<file path="src/rtl/uart_tx_fifo_if.sv">
// uart_tx_fifo_if: bundles the producer write port, the UART strobe/busy
// pair and the FIFO status/debug outputs of uart_tx_fifo.
//
// Handshake semantics:
//   - Write side: i_wr_data is enqueued on every rising edge where i_wr_en is
//     high and o_full is low. A write while full is dropped and sets o_overflow.
//   - UART side: o_tx_stb is a one-cycle pulse. o_tx_data is valid in that
//     cycle and holds its value afterwards. A new strobe is only issued while
//     i_tx_busy is low. After each strobe the block waits for i_tx_busy to rise
//     and then fall, or gives up if busy does not rise within ACK_TIMEOUT cycles.
interface uart_tx_fifo_if #(
    parameter int DATA_W     = 4,
    parameter int DEPTH_LOG2 = 4
);
    logic [DATA_W-1:0]   i_wr_data;
    logic                i_wr_en;
    logic                o_full;
    logic                o_empty;
    logic [DEPTH_LOG2:0] o_count;
    logic                o_overflow;
    logic [DATA_W-1:0]   o_tx_data;
    logic                o_tx_stb;
    logic                i_tx_busy;
    logic                o_idle;
    logic [1:0]          o_state;   // debug: FSM state (0 IDLE, 1 WAIT_HI, 2 WAIT_LO)

    modport master (
        output i_wr_data, i_wr_en, i_tx_busy,
        input  o_full, o_empty, o_count, o_overflow, o_tx_data, o_tx_stb,
               o_idle, o_state
    );

    modport slave (
        input  i_wr_data, i_wr_en, i_tx_busy,
        output o_full, o_empty, o_count, o_overflow, o_tx_data, o_tx_stb,
               o_idle, o_state
    );
endinterface

</file>
<file path="src/rtl/uart_tx_fifo.sv">
// uart_tx_fifo: circular FIFO feeding uart_top. It issues one-cycle strobes
// paced by the UART busy flag, with a timeout if busy never rises.
// Optional feature macro: UART_TX_FIFO_FLUSH_EN adds an i_flush input.
// The flush empties the FIFO and leaves the handshake state alone.
module uart_tx_fifo #(
    parameter int DATA_W      = 4,
    parameter int DEPTH_LOG2  = 4,
    parameter int ACK_TIMEOUT = 4
) (
    input  logic clk,
    input  logic rst,
`ifdef UART_TX_FIFO_FLUSH_EN
    input  logic i_flush,
`endif
    uart_tx_fifo_if.slave bus
);
    localparam int DEPTH   = 1 << DEPTH_LOG2;
    localparam int TIMER_W = (ACK_TIMEOUT > 1) ? $clog2(ACK_TIMEOUT) : 1;

    typedef enum logic [1:0] {
        IDLE    = 2'd0,
        WAIT_HI = 2'd1,
        WAIT_LO = 2'd2
    } state_t;

    state_t                state, state_next;
    logic [DATA_W-1:0]     mem [DEPTH];
    logic [DEPTH_LOG2-1:0] wr_ptr, rd_ptr;
    logic [DEPTH_LOG2:0]   count;
    logic [TIMER_W-1:0]    timer, timer_next;
    logic [DATA_W-1:0]     tx_data;
    logic                  tx_stb, tx_stb_next;
    logic                  overflow;
    logic                  pop;
    logic                  full;
    logic                  wr_accept;
    logic                  flush;

`ifdef UART_TX_FIFO_FLUSH_EN
    assign flush = i_flush;
`else
    assign flush = 1'b0;
`endif

    // Full is judged on the registered count, so a pop in the same cycle
    // never lets a write at full through.
    assign full      = (count == (DEPTH_LOG2+1)'(DEPTH));
    assign wr_accept = bus.i_wr_en && !full && !flush;

    // Next-state and strobe decode for the UART handshake
    always_comb begin
        state_next  = state;
        timer_next  = timer;
        tx_stb_next = 1'b0;
        pop         = 1'b0;
        case (state)
            IDLE: begin
                if ((count != '0) && !bus.i_tx_busy) begin
                    pop         = 1'b1;
                    tx_stb_next = 1'b1;
                    timer_next  = '0;
                    state_next  = WAIT_HI;
                end
            end
            WAIT_HI: begin
                if (bus.i_tx_busy) begin
                    state_next = WAIT_LO;
                end else if (timer == TIMER_W'(ACK_TIMEOUT - 1)) begin
                    state_next = IDLE;
                end else begin
                    timer_next = timer + 1'b1;
                end
            end
            WAIT_LO: begin
                if (!bus.i_tx_busy) begin
                    state_next = IDLE;
                end
            end
            default: state_next = IDLE;
        endcase
    end

    // FSM state, handshake timer and strobe register
    always_ff @(posedge clk) begin
        if (rst) begin
            state  <= IDLE;
            timer  <= '0;
            tx_stb <= 1'b0;
        end else begin
            state  <= state_next;
            timer  <= timer_next;
            tx_stb <= tx_stb_next;
        end
    end

    // Output data holds the last issued entry
    always_ff @(posedge clk) begin
        if (rst) begin
            tx_data <= '0;
        end else if (pop) begin
            tx_data <= mem[rd_ptr];
        end
    end

    // Pointers, occupancy and sticky overflow flag
    always_ff @(posedge clk) begin
        if (rst) begin
            wr_ptr   <= '0;
            rd_ptr   <= '0;
            count    <= '0;
            overflow <= 1'b0;
        end else if (flush) begin
            wr_ptr <= '0;
            rd_ptr <= '0;
            count  <= '0;
        end else begin
            if (bus.i_wr_en && full) begin
                overflow <= 1'b1;
            end
            if (wr_accept) begin
                wr_ptr <= wr_ptr + 1'b1;
            end
            if (pop) begin
                rd_ptr <= rd_ptr + 1'b1;
            end
            case ({wr_accept, pop})
                2'b10:   count <= count + 1'b1;
                2'b01:   count <= count - 1'b1;
                default: count <= count;
            endcase
        end
    end

    // Storage array; contents are not reset
    always_ff @(posedge clk) begin
        if (wr_accept) begin
            mem[wr_ptr] <= bus.i_wr_data;
        end
    end

    assign bus.o_full     = full;
    assign bus.o_empty    = (count == '0);
    assign bus.o_count    = count;
    assign bus.o_overflow = overflow;
    assign bus.o_tx_data  = tx_data;
    assign bus.o_tx_stb   = tx_stb;
    assign bus.o_idle     = (state == IDLE) && (count == '0);
    assign bus.o_state    = state;
endmodule

</file>
<file path="src/flat_wrapper.sv">
// flat-port wrapper written by rule: the top's interface ports become plain ports
module uart_tx_fifo_flat 
#(
    parameter int DATA_W      = 4,
    parameter int DEPTH_LOG2  = 4,
    parameter int ACK_TIMEOUT = 4
)
  (clk, rst, bus_i_wr_data, bus_i_wr_en, bus_i_tx_busy, bus_o_full, bus_o_empty, bus_o_count, bus_o_overflow, bus_o_tx_data, bus_o_tx_stb, bus_o_idle, bus_o_state);
  uart_tx_fifo_if #(.DATA_W(DATA_W), .DEPTH_LOG2(DEPTH_LOG2)) bus_i ();
  input  logic clk;
  input  logic rst;
  input wire logic [$bits(bus_i.i_wr_data)-1:0] bus_i_wr_data;
  input wire logic [$bits(bus_i.i_wr_en)-1:0] bus_i_wr_en;
  input wire logic [$bits(bus_i.i_tx_busy)-1:0] bus_i_tx_busy;
  output wire logic [$bits(bus_i.o_full)-1:0] bus_o_full;
  output wire logic [$bits(bus_i.o_empty)-1:0] bus_o_empty;
  output wire logic [$bits(bus_i.o_count)-1:0] bus_o_count;
  output wire logic [$bits(bus_i.o_overflow)-1:0] bus_o_overflow;
  output wire logic [$bits(bus_i.o_tx_data)-1:0] bus_o_tx_data;
  output wire logic [$bits(bus_i.o_tx_stb)-1:0] bus_o_tx_stb;
  output wire logic [$bits(bus_i.o_idle)-1:0] bus_o_idle;
  output wire logic [$bits(bus_i.o_state)-1:0] bus_o_state;
  assign bus_i.i_wr_data = bus_i_wr_data;
  assign bus_i.i_wr_en = bus_i_wr_en;
  assign bus_i.i_tx_busy = bus_i_tx_busy;
  assign bus_o_full = bus_i.o_full;
  assign bus_o_empty = bus_i.o_empty;
  assign bus_o_count = bus_i.o_count;
  assign bus_o_overflow = bus_i.o_overflow;
  assign bus_o_tx_data = bus_i.o_tx_data;
  assign bus_o_tx_stb = bus_i.o_tx_stb;
  assign bus_o_idle = bus_i.o_idle;
  assign bus_o_state = bus_i.o_state;
  uart_tx_fifo #(.DATA_W(DATA_W), .DEPTH_LOG2(DEPTH_LOG2), .ACK_TIMEOUT(ACK_TIMEOUT)) u_core (.clk(clk), .rst(rst), .bus(bus_i));
endmodule
</file>
<file path="config.mk">
export PLATFORM = sky130hd
export DESIGN_NAME = uart_tx_fifo_flat
export DESIGN_NICKNAME = d
export VERILOG_FILES = /design/src/rtl/uart_tx_fifo_if.sv /design/src/rtl/uart_tx_fifo.sv /design/src/flat_wrapper.sv
export SDC_FILE = /design/constraint.sdc
export NUM_CORES = 1
export LEC_CHECK = 0
export CAP_MARGIN = 20
export CORE_ASPECT_RATIO = 0.5
export CORE_MARGIN = 3
export CORE_UTILIZATION = 63
export CTS_BUF_LIST = sky130_fd_sc_hd__clkbuf_8 sky130_fd_sc_hd__clkbuf_16
export CTS_CLUSTER_DIAMETER = 200
export CTS_CLUSTER_SIZE = 40
export DETAILED_ROUTE_END_ITERATION = 10
export HOLD_SLACK_MARGIN = 0.1
export PLACE_DENSITY = 0.81
export SLEW_MARGIN = 0
export SYNTH_ARGS = -nofsm -noshare
export SYNTH_HDL_FRONTEND = slang
export SYNTH_SLANG_ARGS = --single-unit
</file>
<file path="constraint.sdc">
create_clock -name clk -period 6 [get_ports clk]
set_clock_uncertainty 0.15 [all_clocks]
set_input_delay 0.6 -clock clk [delete_from_list [all_inputs] [get_ports clk]]
set_output_delay 0.6 -clock clk [all_outputs]
set_load 0.02 [all_outputs]
</file>
==> results of run 1 <==
-- per-layer routing --
metal / vias up / wire length [microns] / GRT usage
met5: - / 0 / 0
met4: 0 / 73 / 0.0736
met3: 10 / 611 / 0.0916
met2: 94 / 3340 / 0.359
met1: 1143 / 3300 / 0.295
li1: 1084 / - / -
-- cells in the mapped netlist, drive strengths merged (2+ instances only) --
library cell	n
edfxtp	64
mux2i	34
nor2	33
dfxtp	23
o22ai	17
clkbuf	11
ha	9
buf	8
a21oi	7
nand2	7
xor2	7
inv	6
nor4	6
nor3	5
a211oi	4
nand3b	4
o211ai	4
xnor2	4
nand2b	3
nand3	3
or3b	3
a31oi	2
and3	2
mux2	2
nor4b	2
o21ai	2
or3	2
-- area by class of cell --
class | count | area share
clock inverter | 5 | 0.00558
multi-input combinational | 172 | 0.295
clock buffer | 11 | 0.0593
inverter | 6 | 0.00528
timing repair buffer | 23 | 0.0540
sequential | 87 | 0.559
tap | 73 | 0.0214
-- metrics by stage --
step	util	cell area [sq um]	setup WS [ns]
floorplan	-	3770	2.73
global placement	0.708	3990	2.47
detailed placement	0.708	3990	2.31
CTS	0.757	4260	2.65
global route	0.757	4260	2.46
finish	0.757	4260	2.63
-- worst min-delay path, delay by kind of cell, from the launching register on --
family / cells / cell delay, ns
compound gates: 1 / 0.04
flops: 1 / 0.33
simple gates: 1 / 0.07
-- final timing paths --
kind	from	to	slack, ns	cells after the start
max reg2reg	u_core.bus.o_count[1]	u_core.bus.o_count[4]	2.79	10
min	u_core.bus.o_overflow	u_core.bus.o_overflow	0.33	2
min reg2reg	u_core.bus.o_overflow	u_core.bus.o_overflow	0.33	2
max	bus_i_tx_busy	u_core.bus.o_count[4]	2.63	11
-- cell families after synthesis --
logic type / Yosys count / synth area share
buffers and inverters: 25 / 0.0332
AOI/OAI and AO/OA: 40 / 0.0774
muxes: 36 / 0.0963
adders and majority gates: 9 / 0.0299
and+or+nand+nor: 76 / 0.105
xor gates and xnor gates: 11 / 0.0256
DFF: 87 / 0.633
-- state kept, by name, indices dropped and copies added, names as in the netlist --
register and cells:
u_core.mem 64, u_core.bus.o_overflow 1, u_core.rd_ptr 4, u_core.timer 2, u_core.bus.o_tx_stb 1, u_core.bus.o_count 5, u_core.bus.o_state 2, u_core.bus.o_tx_data 4
u_core.wr_ptr 4
-- power by group --
part	total (mW)	switching [mW]	internal (mW)
Sequential	0.758	0.0618	0.696
Clock	0.503	0.205	0.297
Combinational	0.457	0.257	0.200
==> summary by stage, run 1 <==
Logic synthesis
The cell taking the most area after synthesis is sky130_fd_sc_hd__edfxtp_1. The sequential area share after synthesis is 0.633. The total nets after synthesis is 301. Sorting the synthesized cells by area gives the leading types as sky130_fd_sc_hd__edfxtp_1 51%, sky130_fd_sc_hd__dfxtp_1 12%, sky130_fd_sc_hd__mux2i_1 9.0%, sky130_fd_sc_hd__nor2_1 3.3%, sky130_fd_sc_hd__ha_1 3.0%. The number of different library cells used by synthesis comes to 44.

The fraction of registers with async set or reset after synthesis is 0. For this run, the leading register cell type out of synthesis is sky130_fd_sc_hd__edfxtp_1. The synthesized flop and latch total is 87.

The synthesized netlist occupies a cell area of 3770 sq um. The number of flops mapped to enable cells by yosys is 64. The number of warnings issued by yosys is 0. The portion of synthesized cell area occupied by the leading cell type is 0.510. The cell count after synthesis came out at 284.

The average cell area after synthesis is 13.3 sq um.

Global routing
In the global route stage, overall resource usage came out at 0.228. The first global-routing pass estimated 11600 microns of wire. The number of antenna violations at the first check in global routing is 0.

Entering global routing, the biggest net connects 35 pins. The number of global-route vias before repair was 2239. For this run the aggregate overflow at the end of global routing stands at 0.

Layout
The area occupied by registers is 2380 sq um. The post-layout net count is 316. The finished layout holds 377 standard cells, fillers aside. Leaving out fill and tap cells, the most frequent cell in the layout is sky130_fd_sc_hd__edfxtp_1. The library cells used most frequently in the layout, excluding fill and tap cells, are 64 x sky130_fd_sc_hd__edfxtp_1, 34 x sky130_fd_sc_hd__mux2i_1, 33 x sky130_fd_sc_hd__nor2_1, 23 x sky130_fd_sc_hd__clkdlybuf4s50_1, 22 x sky130_fd_sc_hd__dfxtp_1. Summing all multi-input logic gate instances after layout gives 1260 sq um.

The number of antenna diodes is 0. Of the cells placed in the final design, the portion with a size suffix greater than 1 is 0.0822. The area growth from synthesis to layout is 13.2%. The layout filler cell count is 332.

Min path
The worst hold path belongs to the class flip-flop to flip-flop.

Power
The power per cell area is 403 nW/um^2. The overall power after layout is 1.72 mW. The leakage component of the power is 1.38 nW. The worst-case IR drop observed on VDD is 0.452 mV.

Setup path
STA puts the critical path data arrival time at 3.43 ns. The most frequent cell on the critical path is sky130_fd_sc_hd__ha_1. In this run the worst path has a maximum fanout of 12. The family with the most delay on the worst path is buffers and inverters. The critical path contains buffers and inverters numbering 2 combined. Among all stages on the critical path, the largest delay is contributed by sky130_fd_sc_hd__nor3_1.

The worst setup path is captured at a flip-flop. On the worst path, the slowest cell contributes a delay of 0.47 ns. The kind of launch point of the worst setup path is an input pin. Data on the critical path is required at its endpoint by 6.07 ns.

By startpoint and endpoint, the worst setup path is classified as input pin to flip-flop. Traced cell by cell, the critical path runs through clkdlybuf4s50_1, nor3_1, o21ai_4, inv_2, ha_1, xor2_1, ha_1, a21oi_1, a32oi_1, a31oi_1, mux2_2.

Route
The residual DRC count is 0. Once detail routing completed, the nets flagged for antenna violations numbered 0. The length of the first detailed-routing pass in iterations is 6.

The final wirelength is 7330 microns. In this run, the number of DRC markers left after iteration 0 of detailed routing was 160. The vias per cell is 6.18. The routed via count is 2331.

In the final routed layout, each cell accounts on average for 19.4 microns.

Floorplan
The die footprint is 7000 sq um. The number of standard-cell rows in the floorplan is 19. The die span in x is 115 microns.

The initial utilization of the core area, before any placement, comes to 0.668. The region available for standard cell placement spans 5630 sq um. The vertical die dimension is 60.7 microns. The I/O pin count is 24.

Clocking
The post-cts hold buffer count is 0. The post-CTS setup-driven buffer insertion count is 0. The clock buffer count from CTS is 9. The number of gates given a new drive strength after cts is 0. The clock reaches the later pin of the worst-skew pair after 0.33 ns. The count of clock tree sinks is 87.

The CTS tree is done. After clock tree synthesis, the clock-pin slew on the worst setup and hold paths is 0.06 ns. The maximum root-to-sink buffer count is 2. The depth of the CTS H-tree is 3. The root buffer cell is sky130_fd_sc_hd__clkbuf_16.

STA
The max-slew violation count was 0. Setup total negative slack on the finished layout was measured at 0 ns. The relative slew slack is 0.303.

The period utilization is 0.561. The number of endpoints with negative hold slack in the final report is 0. The final setup violation count is 0. At the pin with the least slew margin, the transition time is 1.05 ns. The maximum achievable frequency is 297 MHz. The worst path in the final design needs a cycle of 3.37 ns, including I/O delays and setup. Across all hold checks on the routed design, the worst slack comes to 0.327 ns. Setup repair after global routing left no endpoint under its margin.

Outcome
The flow ran to the end, and the final reports show no timing, DRC or antenna violations.

Placed design
Counting tap cells, the placed design contains a total of 361 instances. The congestion estimate from routability-driven global placement came to 0.827. The count of buffers added on input and output ports is 23. The HPWL after detailed placement is 4860 microns.

Run
The reported max-cap violation count is 0.
(Power assumes the default switching activity.)
==> run 2, diff against run 1 <==
--- a/config.mk
+++ b/config.mk
@@ -8,13 +8,13 @@
 export CAP_MARGIN = 20
 export CORE_ASPECT_RATIO = 0.5
 export CORE_MARGIN = 3
-export CORE_UTILIZATION = 63
+export CORE_UTILIZATION = 58
 export CTS_BUF_LIST = sky130_fd_sc_hd__clkbuf_8 sky130_fd_sc_hd__clkbuf_16
 export CTS_CLUSTER_DIAMETER = 200
 export CTS_CLUSTER_SIZE = 40
 export DETAILED_ROUTE_END_ITERATION = 10
 export HOLD_SLACK_MARGIN = 0.1
-export PLACE_DENSITY = 0.81
+export PLACE_DENSITY = 0.75
 export SLEW_MARGIN = 0
 export SYNTH_ARGS = -nofsm -noshare
 export SYNTH_HDL_FRONTEND = slang
==> constraint.sdc (replaced) <==
create_clock -name clk -period 3.2 [get_ports clk]
set_clock_uncertainty 0.15 [all_clocks]
set_input_delay 0.32 -clock clk [delete_from_list [all_inputs] [get_ports clk]]
set_output_delay 0.32 -clock clk [all_outputs]
set_load 0.02 [all_outputs]
==> run 2 against run 1 <==
Critical path depth down 1. Clock power up 120%. Critical endpoint unchanged. Sequential power up 87%. Largest power group unchanged. Count of clock-buffer cells in the layout down 1. Global-route usage down 1.5 points. Utilization down 4.8 points. Register-to-register slack worse by 2.5 ns. Via count up 0.64%. Flip-flop and latch count unchanged.
==> summary by stage, run 2 (synthesis results as in run 1) <==
Floorplan
The number of standard-cell rows in the floorplan is 20 (+1). The core footprint is 6180 sq um (+9.7%). The die span in x came to 120 microns (+4.0%). The die footprint is 7560 sq um (+8.0%). The I/O pin count is 24 (unchanged).

The effective utilization at floorplan came to 0.609 (-0.0591). The vertical die dimension is 63.0 microns (+3.8%).

Route
The routed via count is 2346 (+0.64%). The antenna violation net count after detailed routing is 0 (unchanged). The residual DRC count is 0 (unchanged). The length of the first detailed-routing pass in iterations was 4 (-2). The average wire per cell in the routed design was 18.2 microns (-6.4%). The vias per cell is 5.89 (-4.7%). The detailed router's first-iteration violation count is 181 (+13%).

The final wirelength is 7240 microns (-1.1%).

Clocking
TritonCTS built the clock tree. The post-CTS setup-driven buffer insertion count is 0 (unchanged). The clock latency of the later-clocked register in the worst-skew pair was 0.33 ns (about the same).

The count of clock tree sinks is 87 (unchanged). The number of gates given a new drive strength after cts is 0 (unchanged). The clock edge transition at the registers on the reported setup and hold paths was 0.06 ns (about the same). The maximum root-to-sink buffer count is 2 (unchanged).

The clock buffer count from CTS is 9 (unchanged). The cell sitting at the root of the clock tree is a sky130_fd_sc_hd__clkbuf_16. The post-cts hold buffer count is 0 (unchanged).

The depth of the CTS H-tree came to 3 (unchanged).

Power
The power per cell area is 778 nW/um^2 (+93%). The leakage component of the power is 1.44 nW (+3.9%). The worst vdd rail ir drop is 0.705 mV (+56%). The overall power after layout is 3.41 mW (+98%).

Layout
The library cell used most frequently in the layout, excluding fill and tap cells, is sky130_fd_sc_hd__edfxtp_1. The register name with the most flops is u_core.mem. The number of flip-flops under the largest register name is 64 (unchanged). The ratio of cells with drive above 1 in the final layout came to 0.110 (+0.0274). In the layout the commonest cells are 64 x sky130_fd_sc_hd__edfxtp_1, 34 x sky130_fd_sc_hd__mux2i_1, 33 x sky130_fd_sc_hd__nor2_1, 23 x sky130_fd_sc_hd__clkdlybuf4s50_1, 22 x sky130_fd_sc_hd__dfxtp_1.

The post-layout net count is 322 (+1.9%). The area growth from synthesis to layout is 16.2%. The number of antenna diodes came to 0 (unchanged).

Min path
The min-delay analysis places its worst path in the category flip-flop to flip-flop.

STA
The relative slew slack is 0.347 (+0.0442). The actual slew at the worst max-slew pin was 0.976 ns (-0.0694 ns). The period utilization is 0.912. After layout, the minimum clock period comes to 2.92 ns. The max-slew violation count is 0 (unchanged). The number of endpoints with negative hold slack in the final report is 0 (unchanged). The accumulated negative setup slack is 0 ns (unchanged). The maximum achievable frequency is 343 MHz. The setup slack of the critical path after layout is 0.281 ns (-2.35 ns). Setup repair after global routing left no endpoint under its margin. The final setup violation count is 0 (unchanged).

Setup path
The largest stage delay on the critical path is 0.63 ns (+0.16 ns). Counting stages on the worst path, the most repeated cell is sky130_fd_sc_hd__ha_1. Among all stages on the critical path, the largest delay is contributed by sky130_fd_sc_hd__or4_4. The largest driver fanout on the critical path was 8 (-4). The setup slack of the most critical reg-to-reg path was 0.28 ns (-2.51 ns). The path type of the worst setup path is flip-flop to flip-flop.

The capturing element type of the critical path is a flip-flop. The data arrival time of the critical path was 2.99 ns (-0.44 ns). The critical path required time is 3.27 ns (-2.80 ns). STA classifies the critical path startpoint as a flip-flop.

Traced cell by cell, the critical path runs through or4_4, o21ai_4, inv_2, ha_1, xor2_1, ha_1, a21oi_2, a32oi_1, a31oi_1, mux2_2.

Global routing
The number of antenna violations at the first check in global routing came to 0 (unchanged). The first-pass GRT wire length came to 12200 microns (+5.1%). The overall fraction of global-route tracks in use came to 0.213 (-0.0148). The largest net degree at the start of global routing is 26 (-26%). The total global routing overflow is 0 (unchanged). The number of global-route vias before repair came to 2323 (+3.8%).

Placed design
The half-perimeter wire length after detailed placement is 4930 microns (+1.3%). The count of buffers inserted at the top-level ports is 23 (unchanged). The post-place setup slack is 0.312 ns (-2.00 ns). The last weighted congestion value of the routability-driven placer was 0.863 (+4.4%).

Run
The reported max-cap violation count is 0 (unchanged).

Outcome
The run finished with clean final reports.
==> run 2: cell types whose count changed in the layout (fill, tap and decap cells not counted) <==
cell	before	now
sky130_fd_sc_hd__buf_4	0	6
sky130_fd_sc_hd__bufinv_16	0	2
sky130_fd_sc_hd__clkinv_1	2	0
sky130_fd_sc_hd__a21oi_1	7	6
sky130_fd_sc_hd__a21oi_2	0	1
sky130_fd_sc_hd__clkbuf_8	2	1
sky130_fd_sc_hd__clkinv_4	0	1
==> run 2: metal layers <==
| metal | global-route usage | part of all wire |
|---|---|---|
| met5 | 0 | 0 |
| met4 | 0.0913 | 0.021 |
| met3 | 0.0552 | 0.061 |
| met2 | 0.318 | 0.45 |
| met1 | 0.298 | 0.46 |
==> run 2: where the power goes <==
| group | total, mW | internal (mW) | switching [mW] |
|---|---|---|---|
| sequential | 1.42 | 1.30 | 0.114 |
| clock | 1.10 | 0.701 | 0.401 |
| combinational | 0.885 | 0.396 | 0.489 |
| total | 3.41 | 2.40 | 1.00 |
==> run 2: final cells by class <==
type                    count  area [sq um]
clock buffers              10           239
fillers                   438          1800
inverters                   6          22.5
repair buffers             29           275
clock inverters             6          85.1
flip-flops and latches     87          2380
well taps                  88           110
multi-input cells         172          1260
==> run 2: path summary, 6_finish.rpt <==
| path | start | end | cells after the start |
|---|---|---|---|
| worst max-delay path | u_core.bus.o_count[0] | u_core.bus.o_count[4] | 10 |
| worst min-delay path | u_core.timer[0] | u_core.timer[0] | 2 |
| worst max register to register | u_core.bus.o_count[0] | u_core.bus.o_count[4] | 10 |
| worst min register to register | u_core.timer[0] | u_core.timer[0] | 2 |
==> run 2: critical path: cells and delay by family, from the launching register on <==
kind | cells | cell delay [ns]
mux | 1 | 0.35
xor+xnor | 1 | 0.15
fa+ha+maj | 2 | 0.40
buf+inv | 1 | 0.06
flops | 1 | 0.38
compound gates | 4 | 0.69
simple gates | 1 | 0.63
==> run 2: metrics by stage <==
step | util | cells | hold slack [ns] | area (sq um)
4_1_cts | 0.708 | 398 | 0.337 | 4380
2_1_floorplan | - | 284 | 0.269 | 3770
6_report | 0.708 | 398 | 0.336 | 4380
5_1_grt | 0.708 | 398 | 0.365 | 4380
3_3_place_gp | 0.656 | 382 | 0.308 | 4050
3_5_place_dp | 0.656 | 382 | 0.325 | 4050
==> run 3, diff against run 2 <==
--- a/config.mk
+++ b/config.mk
@@ -13,6 +13,7 @@
 export CTS_CLUSTER_DIAMETER = 200
 export CTS_CLUSTER_SIZE = 40
 export DETAILED_ROUTE_END_ITERATION = 10
+export GPL_ROUTABILITY_DRIVEN = 0
 export HOLD_SLACK_MARGIN = 0.1
 export PLACE_DENSITY = 0.75
 export SLEW_MARGIN = 0
==> results of run 3 <==
Same layout as run 2: the final DEF is identical, and so are final timing and power.
